### src/rtl/switch_debouncer.sv
// Switch and push-button debouncer feeding an up/down counter.
// Each input: 2-flop synchronizer, then a 4-state debounce FSM.

module debounce_chan #(
    parameter int DEBOUNCE_CYCLES = 16,
    parameter int CNT_W           = 16,
    parameter bit BOTH_EDGES      = 1'b0
) (
    input  logic clk,
    input  logic reset,
    input  logic din,
    output logic level,
    output logic pulse
);

    typedef enum logic [1:0] {
        IDLE_LOW,
        WAIT_HIGH,
        IDLE_HIGH,
        WAIT_LOW
    } state_t;

    localparam logic [CNT_W-1:0] LAST = CNT_W'(DEBOUNCE_CYCLES - 1);
    localparam logic [CNT_W-1:0] ONE  = CNT_W'(1);

    state_t           state_q, state_d;
    logic [CNT_W-1:0] cnt_q, cnt_d;
    logic             level_q, level_d;
    logic             pulse_q, pulse_d;

    // State, counter and registered outputs
    always_ff @(posedge clk or negedge reset) begin
        if (!reset) begin
            state_q <= IDLE_LOW;
            cnt_q   <= '0;
            level_q <= 1'b0;
            pulse_q <= 1'b0;
        end else begin
            state_q <= state_d;
            cnt_q   <= cnt_d;
            level_q <= level_d;
            pulse_q <= pulse_d;
        end
    end

    // Next state: any reversal during a wait restarts from zero
    always_comb begin
        state_d = state_q;
        cnt_d   = '0;
        unique case (state_q)
            IDLE_LOW: begin
                if (din) begin
                    state_d = WAIT_HIGH;
                    cnt_d   = ONE;
                end
            end
            WAIT_HIGH: begin
                if (!din) begin
                    state_d = IDLE_LOW;
                end else if (cnt_q == LAST) begin
                    state_d = IDLE_HIGH;
                end else begin
                    cnt_d = cnt_q + ONE;
                end
            end
            IDLE_HIGH: begin
                if (!din) begin
                    state_d = WAIT_LOW;
                    cnt_d   = ONE;
                end
            end
            WAIT_LOW: begin
                if (din) begin
                    state_d = IDLE_HIGH;
                end else if (cnt_q == LAST) begin
                    state_d = IDLE_LOW;
                end else begin
                    cnt_d = cnt_q + ONE;
                end
            end
            default: begin
                state_d = IDLE_LOW;
            end
        endcase
    end

    // Level is high in the two "high" states; pulse on accepted edges
    always_comb begin
        level_d = (state_d == IDLE_HIGH) || (state_d == WAIT_LOW);
        pulse_d = level_d & ~level_q;
        if (BOTH_EDGES) begin
            pulse_d = level_d ^ level_q;
        end
    end

    assign level = level_q;
    assign pulse = pulse_q;

endmodule

module switch_debouncer #(
    parameter int DEBOUNCE_CYCLES = 16,
    parameter int CNT_W           = 16
) (
    input  logic clk,
    input  logic reset,
    input  logic sw_raw,
    input  logic btn_raw,
    output logic up_down_sw,
    output logic step_pulse,
    output logic sw_toggled
);

    logic [1:0] s1, s2;
    logic       btn_level;

    // Two-flop synchronizers; bit 1 = switch, bit 0 = button
    always_ff @(posedge clk or negedge reset) begin
        if (!reset) begin
            s1 <= 2'b00;
            s2 <= 2'b00;
        end else begin
            s1 <= {sw_raw, btn_raw};
            s2 <= s1;
        end
    end

    debounce_chan #(
        .DEBOUNCE_CYCLES(DEBOUNCE_CYCLES),
        .CNT_W          (CNT_W),
        .BOTH_EDGES     (1'b1)
    ) u_sw (
        .clk  (clk),
        .reset(reset),
        .din  (s2[1]),
        .level(up_down_sw),
        .pulse(sw_toggled)
    );

    debounce_chan #(
        .DEBOUNCE_CYCLES(DEBOUNCE_CYCLES),
        .CNT_W          (CNT_W),
        .BOTH_EDGES     (1'b0)
    ) u_btn (
        .clk  (clk),
        .reset(reset),
        .din  (s2[0]),
        .level(btn_level),
        .pulse(step_pulse)
    );

    logic unused_btn_level;
    assign unused_btn_level = btn_level;

endmodule
### config.mk
export PLATFORM = sky130hd
export DESIGN_NAME = switch_debouncer
export DESIGN_NICKNAME = d
export VERILOG_FILES = /design/src/rtl/switch_debouncer.sv
export SDC_FILE = /design/constraint.sdc
export NUM_CORES = 1
export LEC_CHECK = 0
export CORE_MARGIN = 3
export CORE_UTILIZATION = 60
export CTS_CLUSTER_DIAMETER = 120
export DETAILED_ROUTE_END_ITERATION = 10
export GPL_TIMING_DRIVEN = 0
export PLACE_DENSITY = 0.81
export SETUP_SLACK_MARGIN = 0.05
export SLEW_MARGIN = 10
export SYNTH_ARGS = -nofsm -noshare
export SYNTH_HDL_FRONTEND = slang
export SYNTH_SLANG_ARGS = --single-unit
### constraint.sdc
create_clock -name clk -period 2.3 [get_ports clk]
set_clock_uncertainty 0.15 [all_clocks]
set_input_delay 0.23 -clock clk [delete_from_list [all_inputs] [get_ports clk]]
set_output_delay 0.23 -clock clk [all_outputs]
set_load 0.05 [all_outputs]
Word level (Yosys, flattened, before mapping)
Index checks and enable logic that the tools add are counted.
{ "totals": {"register_bits": 44, "latchBits": 0, "mem_bits_rw": 0, "rom_bits": 0, "out_inout_bits": 3, "n_memories": 0} }
{ "classes": {"add_sub_neg": 2, "multipliers": 0, "n_div": 0, "magnitude_cmp": 0, "eq_ne": 12, "shift": 0, "muxes": 26, "bitwise_logic": 3, "reduce_logical": 4} }
{ "ops": {"columns": ["op", "count"], "rows": [
  ["$pmux 16 s4", 2],
  ["$mux 16", 6],
  ["$add 16x1->16 const B", 2],
  ["$eq 16x4->1 const B", 2],
  ["$mux 2", 12],
  ["$eq 2x2->1 const B", 8],
  ["$pmux 2 s4", 2],
  ["$eq 2x1->1 const B", 2],
  ["$logic_not 2->1", 2],
  ["$mux 1", 4],
  ["$logic_or 1x1->1", 2],
  ["$and 1x1->1", 1],
  ["$not 1->1", 1],
  ["$xor 1x1->1", 1]
]} }

Depth between registers and ports, before layout
Gate-level depths: netlist of the first run.
{ "depth": {"depth_word": 7, "ltp_mapped": 7} }

Cells and area by module
Synthesis of the first run repeated with hierarchy kept, for this count alone.
{ "hier_totals": {"cells_unflattened": 183, "hier_area_um2": 1996.9} }
{ "modules_own_cells": {"columns": ["mod", "n_inst", "cells_each", "area_per_inst_um2"], "rows": [
  ["debounce_chan (u_btn)", 1, 88, 982.2],
  ["debounce_chan (u_sw)", 1, 91, 914.6],
  ["switch_debouncer", 1, 4, 100.1]
]} }

Least setup slack after synthesis of the first run
OpenSTA, ideal clock, no wires.
{ "synth_path": {"kind": "register -> register", "from": "register u_btn.cnt_q[0]", "to": "register u_btn.cnt_q[13]", "setup_time_ns": 0.071, "arrival_ns": 1.550, "required_time_ns": 2.079, "path_slack_ns": 0.529, "path_stages_with_launch": 8, "cell_sequence": "dfrtp_1 -> ha_1 -> and3_4 -> and4_1 -> or2_1 -> buf_6 -> buf_6 -> nor2_1"} }
{ "synth_between": {"elab_chain_len": 4} }
{ "synth_rtl": {"columns": ["item", "line_no", "source"], "rows": [
  ["from (decl)", "27", "logic [CNT_W-1:0] cnt_q, cnt_d;"],
  ["from (signal assigned)", "40", "cnt_q <= cnt_d;"],
  ["$add 16x1->16 or $eq 16x4->1 (tied branches)", null, null],
  ["$mux 16 (*)", "60, 75", null],
  ["$mux 16 (on tied branches)", "73, 58", null],
  ["$pmux 16 s4 (*)", "50", "unique case (state_q)"],
  ["named net u_btn.cnt_d[13]", "27", null]
]} }
Mark *: on every way through the listed nets, which the timed path passes. The rest lies on a longest branch.

Final worst setup path of the first run
{ "layout_path": {"from": "register u_sw.level_q (netlist: u_sw.level)", "to": "output up_down_sw"} }
{ "layout_rtl": {"columns": ["item", "line_no", "source"], "rows": [
  ["from (decl)", "28", "logic level_q, level_d;"],
  ["from (signal assigned)", "41", "level_q <= level_d;"],
  ["to (decl)", "109", "output logic up_down_sw,"]
]} }
No word-level cell between the ends.

==> results.json, run 1 <==
{
  "grt_pass1_wl_mm": 6.71,
  "r2r_slack_ps": 380,
  "area_growth_pct": 11.8,
  "syn_avg_cell_area_um2": 10.8,
  "clock.fmax_ghz": 0.506,
  "maxSlewViolCount": 0,
  "routed_wl_mm": 3.69,
  "critPathKind": "reg -> out",
  "grt_pass1_vias": 1505,
  "grt_max_degree": 24,
  "worstMarginPinSlew_ps": 522,
  "reg2reg_to": "u_btn.cnt_q[4]",
  "final_core_util_pct": 72.9,
  "rows": 20,
  "pwr_density_cell_nw_per_um2": 599,
  "total_power_mw": 1.38,
  "start_util_pct": 65.2,
  "clk_path_buf_depth": 2,
  "route.vias.total": 1409,
  "antenna_found_initial": 0,
  "worst-path-buf-inv": 1,
  "min_from": "sw_raw",
  "avgRoutedWirePerCell_um": 14.7,
  "cts_buffers": 5,
  "yosysTopAreaCell": "dfrtp_1",
  "worst-path-max-fanout": 2,
  "fillCellCount": 250,
  "cts_tree": "yes",
  "hold_violations": 0,
  "portBuffers": 6,
  "syn_area_um2": 2050,
  "core_area_um2": 3150,
  "timing.critical_path.cells": "clkdlybuf4s50_1",
  "clk_pin_slew_ps": 120,
  "worstPathArrival_ps": 1600,
  "cp_data_required_time_ps": 1920,
  "critical_path.max_stage_delay_ps": 820,
  "clockRootBuffer": "clkbuf_4",
  "worst_slack_ps": 325,
  "routabilityCongestion": 0.822,
  "ys.flop_type": "dfrtp_1",
  "insertion_delay_ps": 360,
  "status": "finished, final reports clean",
  "ys_seq_area_share_pct": 53.6,
  "dieArea_um2": 4160,
  "holdWs_ps": 151,
  "slew_headroom_pct": 65.2,
  "critPathTopFamily": "buffers and inverters",
  "min_period_ps": 1980,
  "fin_nets": 212,
  "synth_fp_nets": 197,
  "track_usage_pct": 21.2,
  "async_flop_share_pct": 100,
  "hold_path.class": "in -> reg",
  "drt-initial-drc-count": 50,
  "startpoint_type": "flip-flop",
  "fin_crit_sh_pct": 85.9,
  "dp_worst_setup_slack_ps": 398,
  "ys_warn_count": 0,
  "synth_top_area_share_pct": 53.6,
  "yosysMostFrequentCell": "dfrtp_1",
  "io_pins": 7,
  "peakVddDrop_mv": 0.421,
  "min_to": "s1[1]",
  "p_leak_nw": 0.912,
  "drc": 0,
  "ys_top_cells_by_count": "44 x dfrtp_1, 36 x nor2_1, 25 x xnor2_1",
  "numClockSinks": 44,
  "final_layout_size_suffix_gt1_share_pct": 13.0,
  "synth.area.top_cells": "dfrtp_1 54%, xnor2_1 11%, nor2_1 6.6%",
  "die_w_um": 64.5,
  "htreeDepth": 2,
  "reg2reg_depth": 7,
  "maxCapViolations": 0,
  "finalSetupViolCount": 0,
  "viasPerCell": 5.61,
  "r2r_start": "u_btn.cnt_q[0]",
  "syn-instance-count": 191,
  "drtPass1Iterations": 4,
  "ant_nets": 0,
  "insertedDiodeCount": 0,
  "ys_ff_latch": 44,
  "synth_edf_count": 0,
  "ctsResizeCount": 0,
  "place_area_um2": 2190,
  "cts_setup_buffers": 0,
  "die-height_um": 64.5,
  "finish.instance_area_um2": 2300,
  "rsz0062_at_grt": "no",
  "crit_path_end_kind": "primary output",
  "whs_path_depth": 1,
  "grt_overflow": 0,
  "ys_types": 30,
  "worst_path_max_delay_cell": "clkdlybuf4s50_1",
  "dp_hpwl_mm": 2.56
}
-- metal layers --
metal  GRT usage (%)  vias up  wire length (um)
met5               0        -                 0
met4            10.8        0                90
met3            5.55        9               133
met2            34.7       23              1790
met1            25.8      691              1680
li1                -      686                 -
-- registers in the layout, summed over array words and instances (netlist names) --
| name | flops |
|---|---|
| u_sw.state_q | 2 |
| u_sw.level | 1 |
| u_sw.pulse | 1 |
| u_btn.level | 1 |
| u_btn.cnt_q | 16 |
| s1 | 2 |
| u_btn.state_q | 2 |
| u_btn.pulse | 1 |
| s2 | 2 |
| u_sw.cnt_q | 16 |
-- logic make-up after synthesis --
kind of cell,after synthesis,synth area share (%)
AO/OA/AOI/OAI,5,1.64
XOR/XNOR,31,13.6
adder cells (fa/ha/maj),2,1.22
buffers and inverters,12,2.98
flip-flops,44,53.6
multiplexers,4,2.37
AND/OR/NAND/NOR,93,24.6
-- report_power, final --
part / internal, mW / switching [mW] / total [mW]
sequential: 0.783 / 0.00890 / 0.792
combinational: 0.0215 / 0.0311 / 0.0526
clock: 0.289 / 0.243 / 0.531
total: 1.09 / 0.283 / 1.38
-- final cells by class --
cell class | count | area, um2 | share of cell area (%)
multi-input combinational | 135 | 892 | 38.8
timing repair buffer | 8 | 92.6 | 4.03
clock inverter | 1 | 30.0 | 1.31
inverter | 9 | 33.8 | 1.47
sequential | 44 | 1100 | 47.9
buffer | 3 | 27.5 | 1.20
clock buffer | 7 | 65.1 | 2.83
tap | 44 | 55.1 | 2.40
-- cell usage in the layout (no fill, tap or decap), types with 3 or more instances in the layout --
master           synthesis  final
nor4_2                   3      3
nand2_1                  5      5
nor2_1                  36     36
dfrtp_1                 44     44
inv_1                    9      9
nand3_1                 10     10
xor2_1                   5      5
nand4_1                  9      9
clkbuf_4                 0      5
clkdlybuf4s50_1          0      5
xnor2_1                 25     25
nor4_1                  11     11
nor3_1                   8      8
mux2_2                   3      3
-- through the flow --
step / instances / TNS [ps]
after floorplan: 191 / 0
after detailed placement: 242 / 0
after global placement: 241 / -8620
after global routing: 251 / 0
final: 251 / 0
after CTS: 251 / 0
-- what timing repair did --
action / 4_1_cts / 5_1_grt
hold buffers: 1 / 0
setup endpoints to repair: 0 / 0
hold endpoints to repair: 21 / 0
-- worst max-delay path by stage --
stage | from | end | slack, ps | cells after the start
finish | u_sw.level | up_down_sw | 320 | 1
global route | u_btn.cnt_q[11] | u_btn.cnt_q[14] | 240 | 6
CTS | u_sw.level | up_down_sw | 300 | 1
detailed placement | u_btn.cnt_q[0] | u_btn.cnt_q[4] | 400 | 7
global placement | reset | u_btn.level | -200 | 1
floorplan | u_btn.cnt_q[0] | u_btn.cnt_q[13] | 530 | 7
Note: power is estimated with default switching activity, not from simulation.
==> run 2, diff against run 1 <==
TNS_END_PERCENT = 5   (was not set)
==> results of run 2 <==
Final layout, timing and power as in run 1 (identical DEF).
==> run 3, diff against run 2 <==
PLACE_DENSITY = 0.78   (was 0.81)
RECOVER_POWER = 25   (was not set)
==> results.json, run 3 (synthesis gave the netlist of run 1 again) <==
{
  "grt_max_degree": 35,
  "avgRoutedWirePerCell_um": 15.2,
  "insertion_delay_ps": 360,
  "post-place-cells": 242,
  "total_power_mw": 1.34,
  "clk_pin_slew_ps": 140,
  "rows": 20,
  "p_leak_nw": 0.891,
  "finish.instance_area_um2": 2260,
  "critPathTopFamily": "buffers and inverters",
  "hold_path.class": "reg -> reg",
  "dieArea_um2": 4160,
  "rsz0062_at_grt": "no",
  "min_period_ps": 1970,
  "timing.critical_path.cells": "clkdlybuf4s50_1",
  "routabilityCongestion": 0.798,
  "final_cell_mix": "44 x dfrtp_1, 36 x nor2_1, 25 x xnor2_1",
  "maxSlewViolCount": 0,
  "cts_tree": "yes",
  "drc": 0,
  "io_pins": 7,
  "viasPerCell": 5.70,
  "core_area_um2": 3150,
  "die-height_um": 64.5,
  "final_layout_size_suffix_gt1_share_pct": 12.6,
  "status": "finished, final reports clean",
  "route.vias.total": 1430,
  "cts_setup_buffers": 0,
  "drt-initial-drc-count": 117,
  "place_area_um2": 2180,
  "peakVddDrop_mv": 0.852,
  "clock.fmax_ghz": 0.506,
  "area_growth_pct": 10.1,
  "grt_pass1_wl_mm": 6.88,
  "antenna_found_initial": 0,
  "finalNonFillerCells": 251,
  "finalSetupViolCount": 0,
  "dp_hpwl_mm": 2.62,
  "routed_wl_mm": 3.80,
  "worst-path-max-fanout": 2,
  "critPathKind": "reg -> out",
  "final_core_util_pct": 71.7,
  "die_w_um": 64.5,
  "multi_input_area_um2": 892,
  "drtPass1Iterations": 5,
  "clk_path_buf_depth": 2,
  "maxCapViolations": 0,
  "worst_slack_ps": 326,
  "worstMarginPinSlew_ps": 803,
  "cp_data_required_time_ps": 1920,
  "slew_headroom_pct": 46.4,
  "fin_setup_tns_ps": 0,
  "regArea_um2": 1100,
  "insertedDiodeCount": 0,
  "worstPathArrival_ps": 1590,
  "grt_overflow": 0,
  "ant_nets": 0,
  "holdWs_ps": 222,
  "fillCellCount": 246,
  "crit_path_end_kind": "primary output",
  "pwr_density_cell_nw_per_um2": 591,
  "layout_commonest_cell": "dfrtp_1",
  "cts_buffers": 5,
  "clockRootBuffer": "clkbuf_4",
  "htreeDepth": 2,
  "numClockSinks": 44,
  "dp_worst_setup_slack_ps": 432,
  "worst_path_max_delay_cell": "clkdlybuf4s50_1",
  "fin_nets": 212,
  "track_usage_pct": 21.4,
  "start_util_pct": 65.2,
  "top_regs": "u_btn.cnt_q x16, u_sw.cnt_q x16",
  "grt_pass1_vias": 1517,
  "worst-path-buf-inv": 1,
  "portBuffers": 6,
  "fin_crit_sh_pct": 85.8,
  "critical_path.max_stage_delay_ps": 820,
  "startpoint_type": "flip-flop",
  "hold_violations": 0
}
## run 3: where the power goes
group          switching (mW)  internal, mW  leakage, nW
Clock                   0.265         0.232       0.0418
Sequential            0.00900         0.784        0.597
Combinational          0.0305        0.0163        0.253
## run 3: final timing paths
path | end | slack (ps) | cells after the start | startpoint
worst min-delay path | s2[0] | 220 | 0 | s1[0]
worst max-delay path | up_down_sw | 330 | 1 | u_sw.level
min in group asynchronous | u_sw.cnt_q[11] | 230 | 2 | reset
worst max register to register | u_btn.cnt_q[15] | 400 | 6 | u_btn.cnt_q[11]
max in group asynchronous | u_sw.pulse | 590 | 3 | reset
worst min register to register | s2[0] | 220 | 0 | s1[0]
## run 3: worst register-to-register path, stage by stage, from the launching register on
cell     delay, ps
dfrtp_1        470
nor4_1         470
and4_1         300
or2_1          120
buf_6          110
buf_6          130
nor2_1          50
## run 3: layout make-up
type	count	area share [%]
Sequential cell	44	48.7
Multi-Input combinational cell	135	39.4
Timing Repair Buffer	8	3.04
Tap cell	44	2.43
Clock inverter	3	2.05
Clock buffer	5	1.66
Inverter	9	1.49
Buffer	3	1.22
## run 3: repair_timing
item                      CTS  global route
resized for setup           0             0
hold buffers                1             0
hold endpoints to repair   44             0
## run 3: layer usage
| layer | routed length, um | vias up | global-route usage (%) |
|---|---|---|---|
| met3 | 183 | 6 | 5.55 |
| met4 | 37 | 0 | 8.71 |
| met5 | 0 | - | 0 |
| met1 | 1730 | 704 | 28.7 |
| li1 | - | 687 | - |
| met2 | 1850 | 33 | 33.2 |
